<file path="config.mk">
export PLATFORM = sky130hd
export DESIGN_NAME = vote_input_conditioner
export DESIGN_NICKNAME = d
export VERILOG_FILES = /design/src/rtl/vote_input_conditioner.sv
export SDC_FILE = /design/constraint.sdc
export NUM_CORES = 1
export LEC_CHECK = 0
export ABC_AREA = 0
export CAP_MARGIN = 15
export CORE_MARGIN = 2
export CORE_UTILIZATION = 25
export CTS_BUF_LIST = sky130_fd_sc_hd__clkbuf_4 sky130_fd_sc_hd__clkbuf_8
export CTS_CLUSTER_SIZE = 28
export DETAILED_ROUTE_END_ITERATION = 16
export SYNTH_ARGS = -nofsm -noshare
export SYNTH_HDL_FRONTEND = slang
export SYNTH_SLANG_ARGS = --single-unit
</file>
<file path="constraint.sdc">
create_clock -name clk -period 3.6 [get_ports clk]
set_input_delay 0.36 -clock clk [delete_from_list [all_inputs] [get_ports clk]]
set_output_delay 0.36 -clock clk [all_outputs]
set_load 0.05 [all_outputs]
</file>
<file path="src/rtl/vote_input_conditioner.sv">
// Conditions three raw asynchronous inputs (synchronizer + per-channel debounce) for the minority gate.
// Optional VOTE_COND_HOLD_EN adds a synchronous `hold` input that freezes the conditioned outputs.
module vote_input_conditioner #(
    parameter int SYNC_STAGES     = 2,
    parameter int DEBOUNCE_CYCLES = 4
) (
    input  logic clk,
    input  logic rst_n,
    input  logic raw_a,
    input  logic raw_b,
    input  logic raw_c,
`ifdef VOTE_COND_HOLD_EN
    input  logic hold,
`endif
    output logic a,
    output logic b,
    output logic c,
    output logic valid,
    output logic change
);

    localparam int CNT_W   = $clog2(DEBOUNCE_CYCLES + SYNC_STAGES + 1);
    localparam int LATENCY = SYNC_STAGES + DEBOUNCE_CYCLES;
    localparam logic [CNT_W-1:0] CNT_LAST  = CNT_W'(DEBOUNCE_CYCLES - 1);
    localparam logic [CNT_W-1:0] WARM_LAST = CNT_W'(LATENCY - 1);
    localparam logic [CNT_W-1:0] CNT_ONE   = CNT_W'(1);

    // Channel order within the vectors: bit 2 = a, bit 1 = b, bit 0 = c.
    logic [2:0] raw_vec;
    logic [2:0] held_vec;
    logic [2:0] upd_vec;
    logic       hold_w;

    logic             change_q, change_d;
    logic             valid_q, valid_d;
    logic [CNT_W-1:0] warm_q, warm_d;

    assign raw_vec = {raw_a, raw_b, raw_c};

`ifdef VOTE_COND_HOLD_EN
    assign hold_w = hold;
`else
    assign hold_w = 1'b0;
`endif

    genvar gi;
    generate
        for (gi = 0; gi < 3; gi++) begin : g_chan
            logic [SYNC_STAGES-1:0] sync_q, sync_d;
            logic [CNT_W-1:0]       cnt_q, cnt_d;
            logic                   held_q, held_d;
            logic                   upd_d;
            logic                   s_x;

            assign sync_d = {sync_q[SYNC_STAGES-2:0], raw_vec[gi]};
            assign s_x    = sync_q[SYNC_STAGES-1];

            always_ff @(posedge clk or negedge rst_n) begin
                if (!rst_n) begin
                    sync_q <= '0;
                end else begin
                    sync_q <= sync_d;
                end
            end

            // While held, a persistent mismatch parks the counter at its last
            // value so the update fires on the first edge after hold drops.
            always_comb begin
                cnt_d  = cnt_q;
                held_d = held_q;
                upd_d  = 1'b0;
                if (s_x == held_q) begin
                    cnt_d = '0;
                end else if (cnt_q == CNT_LAST) begin
                    if (!hold_w) begin
                        held_d = s_x;
                        cnt_d  = '0;
                        upd_d  = 1'b1;
                    end
                end else begin
                    cnt_d = cnt_q + CNT_ONE;
                end
            end

            always_ff @(posedge clk or negedge rst_n) begin
                if (!rst_n) begin
                    cnt_q  <= '0;
                    held_q <= 1'b0;
                end else begin
                    cnt_q  <= cnt_d;
                    held_q <= held_d;
                end
            end

            assign held_vec[gi] = held_q;
            assign upd_vec[gi]  = upd_d;
        end
    endgenerate

    // One pulse regardless of how many channels update on the same edge.
    assign change_d = |upd_vec;

    assign warm_d  = valid_q ? warm_q : (warm_q + CNT_ONE);
    assign valid_d = valid_q | (warm_q == WARM_LAST);

    always_ff @(posedge clk or negedge rst_n) begin
        if (!rst_n) begin
            change_q <= 1'b0;
            valid_q  <= 1'b0;
            warm_q   <= '0;
        end else begin
            change_q <= change_d;
            valid_q  <= valid_d;
            warm_q   <= warm_d;
        end
    end

    assign a      = held_vec[2];
    assign b      = held_vec[1];
    assign c      = held_vec[0];
    assign valid  = valid_q;
    assign change = change_q;

endmodule

</file>
Word-level counts from Yosys, hierarchy flattened
Cells that the tools add are included.
{ "totals": {"ff_bits": 23, "latch_bits": 0, "mem_bits_rw": 0, "mem_bits_ro": 0, "input_bits": 5, "out_inout_bits": 5, "elab_cells": 43, "memories": 0} }
{ "op_classes": {"addsub": 4, "multipliers": 0, "div_mod_pow": 0, "magnitude_cmp": 0, "eq_ne": 7, "shift": 0, "n_mux": 12, "n_bitwise": 4, "reduce_logical": 4} }
{ "op_table": {"columns": ["operator", "count"], "rows": [
  ["$mux 3", 6],
  ["$add 3x1->3 const B", 4],
  ["$eq 3x2->1 const B", 3],
  ["$mux 1", 6],
  ["$reduce_and 2->1", 3],
  ["$eq 1x1->1", 3],
  ["$eq 3x3->1 const B", 1],
  ["$not 1->1", 3],
  ["$reduce_or 3->1", 1],
  ["$or 1x1->1", 1]
]} }

Depth between registers and ports, before layout
{ "depth": {"ltp_word": 4, "depth_mapped": 4} }

Least setup slack after synthesis
Ideal clock, no wire load.
{ "synth_path": {"kind": "register -> register", "from": "register g_chan[0].held_q (netlist: c)", "to": "register change_q (netlist: change)", "setup_ns": 0.124, "arrival_ns": 1.075, "required_time_ns": 3.476, "setup_slack_ns": 2.401, "path_stages_with_launch": 4, "period_less_slack_ns": 1.199, "cell_sequence": "dfrtp_1 xnor2_1 nand2b_1 nand3_1"} }
{ "synth_via": {"elab_chain_len": 3} }
{ "synth_rtl": {"columns": ["element", "line", "rtl"], "rows": [
  ["start: declaration", "51", "logic held_q, held_d;"],
  ["start signal: assignment", "91", "held_q <= held_d;"],
  ["$eq 1x1->1", "72", "if (s_x == held_q) begin"],
  ["$mux 1", "72", null],
  ["$reduce_or 3->1", "101", "assign change_d = |upd_vec;"],
  ["via change_d", "34", "logic change_q, change_d;"],
  ["end signal: assignment", "112", "change_q <= change_d;"],
  ["end: declaration", "34", null]
]} }
The timed path passes the listed nets, and every way through them passes these cells.
A chain may end at the register's enable or synchronous reset.

Worst setup path after layout
{ "layout_path": {"from": "register valid_q (netlist: valid)", "to": "output valid"} }
{ "layout_lines": {"columns": ["element", "line", "rtl"], "rows": [
  ["start: declaration", "35", "logic valid_q, valid_d;"],
  ["start signal: assignment", "113", "valid_q <= valid_d;"],
  ["end: declaration", "18", "output logic valid,"]
]} }
No word-level cell between the ends.

==> impl_metrics.ini <==
[clock_network]
cts_buffers = 3
h-tree-depth = 1
postCtsSetupRepairBufs = 0
cts.reportedPaths.clkPinSlew_ns = 0.12
holdBufCountCts = 0
ctsResizeCount = 0
tritoncts = done
clockRootBuffer = clkbuf_4
clock_latency_ns = 0.29
cts_sinks = 23
cts_buffer_depth = 2

[run]
cap_violations = 0

[synthesis]
ys_ff_latch = 23
yosysTopAreaCell = dfrtp_1
netlist.area_leader.share = 0.650
synthCells = 58
synth.net_count = 68
syn_avg_cell_area_um2 = 15.3
synth_area_um2 = 886
synth_warnings = 0
synth.distinct_cells = 19
ys_top_cells_by_area = dfrtp_1 65%, ha_1 7.1%, xnor2_1 4.9%
ys_seq_area_frac = 0.650

[critical_path]
crit_chain = clkdlybuf4s50_1
cpLargestDelayFamily = buffers and inverters
worstSetupPathType = register to output pin
cp-start-kind = register
end_kind = output pin
critPathRequiredTime_ns = 3.24
path_buf_inv = 1
critPathArrivalTime_ns = 1.58
max_stage_delay_ns = 0.84
cp_max_fo = 6
cp_slowest_cell = clkdlybuf4s50_1

[finish]
n_antenna_cell = 0
regArea_um2 = 576
drive_gt1_frac = 0.155
layout-area-overhead-vs-synth_pct = 20.1
multiInputGateArea_um2 = 307
final_common_cell = dfrtp_1
fin_util = 0.316
nFillCells = 366
layout_common_cells = 23 x dfrtp_1, 9 x clkdlybuf4s50_1, 5 x xnor2_1, 5 x ha_1
final_nets = 82

[sta]
fin_skew_ns = 0.00418
finalSetupViolCount = 0
slew_headroom = 0.354
tns_ns = 0
worst_slack_ns = 1.66
tightest_slew_ns = 0.967
rsz0062_at_grt = no
min_period_ns = 1.94
hold_viol = 0
maxSlewViolCount = 0
fmax_mhz = 515
fin_crit_sh = 0.540

[floorplanning]
initial_utilization = 0.263
die_height_um = 63.5
ios = 10
die_x_um = 63.5
core_um2 = 3360
die-area_um2 = 4040
num_rows = 21

[pwr]
switching_share = 0.339
p_switching_w = 0.000241
leakagePower_nw = 0.472
clockPowerShare = 0.168
irDropWorstVdd_v = 0.000274
p_per_area_nw_per_um2 = 669
seq_power_share = 0.480
internal_power_w = 0.000471
pwr-share-comb = 0.352

[global_route]
antenna_found_initial = 0
grt_max_degree = 24
grt_pass1_wl_um = 2150
grt_pass1_vias = 543
grt_overflow = 0
grt_use_total = 0.0663

[routing]
drtAntennaViolNets = 0
drc = 0
vias_per_cell = 3.95
finalWirelength_um = 1100
wl_met2_um = 559
route.met3.wl_um = 30
drt-pass1-iter-count = 2
num_vias = 462
highest_layer = met3
drt-initial-drc-count = 1
routedWlPerCell_um = 9.42
wl_met1_um = 512

[placement]
io_buffers = 9
dp_slack_ns = 1.99
dp_hpwl_um = 819
finalWeightedCongestion = 0.661

[min_path]
min_path_type = register to register

[status]
outcome = finished clean
[kinds of logic after synthesis]
group | count (synthesis) | synth area share
AO/OA/AOI/OAI | 2 | 0.0141
XOR/XNOR | 6 | 0.0593
adder cells (fa/ha/maj) | 5 | 0.0706
buffers and inverters | 1 | 0.00423
flip-flops | 23 | 0.650
multiplexers | 3 | 0.0424
AND/OR/NAND/NOR | 18 | 0.160
[per-layer routing]
| layer | GRT usage | vias to the layer above |
|---|---|---|
| li1 | - | 218 |
| met1 | 0.0749 | 237 |
| met2 | 0.116 | 7 |
| met3 | 0.0161 | 0 |
| met4 | 0.0326 | 0 |
| met5 | 0 | - |
[state kept, by name, indices dropped and copies added (netlist names)]
signal / flops
valid: 1
g_chan.sync_q: 6
b: 1
g_chan.cnt_q: 9
a: 1
warm_q: 3
c: 1
change: 1
[cell usage after synthesis (all sizes together)]
cell and count:
xor2 1, inv 1, dfrtp 23, xnor2 5, o21ai 1, mux2 3, nor2b 3, nand2 2
nor3 3, and2 1, nand2b 3, nand3 1, ha 5, a21o 1, nor3b 5
[power by group through the flow]
stage	Sequential, W	Clock [W]	Combinational (W)
final	0.000342	0.000120	0.000250
after detailed placement	0.000349	0	0.000253
after CTS	0.000343	0.000128	0.000255
after floorplan	0.000417	0	0.000109
after global placement	0.000346	0	0.000249
after global routing	0.000349	0.000142	0.000273
[area by class of cell]
| cell class | count | share of cell area |
|---|---|---|
| clock buffers | 4 | 0.0282 |
| inverters | 1 | 0.00353 |
| multi-input cells | 34 | 0.288 |
| flip-flops and latches | 23 | 0.541 |
| well taps | 46 | 0.0541 |
| repair buffers | 9 | 0.0847 |
[stage by stage]
step                power (W)  cell area (um2)  hold WS (ns)  instances
floorplan            0.000525              886        0.0644         58
global placement     0.000594             1030         0.332        113
detailed placement   0.000602             1030         0.336        113
CTS                  0.000726             1060         0.364        117
global route         0.000764             1060         0.369        117
finish               0.000712             1060         0.358        117
[final timing paths]
kind / startpoint / endpoint / slack [ns] / cells past startpoint
setup / recovery: valid / valid / 1.66 / 1
hold / removal: g_chan[1].sync_q[0] / g_chan[1].sync_q[1] / 0.36 / 0
setup reg to reg: g_chan[2].cnt_q[0] / a / 2.42 / 3
hold reg to reg: g_chan[1].sync_q[0] / g_chan[1].sync_q[1] / 0.36 / 0
max in group asynchronous: rst_n / g_chan[1].cnt_q[1] / 2.43 / 1
min in group asynchronous: rst_n / warm_q[1] / 0.59 / 1
Note: power is estimated with default switching activity, not from simulation.
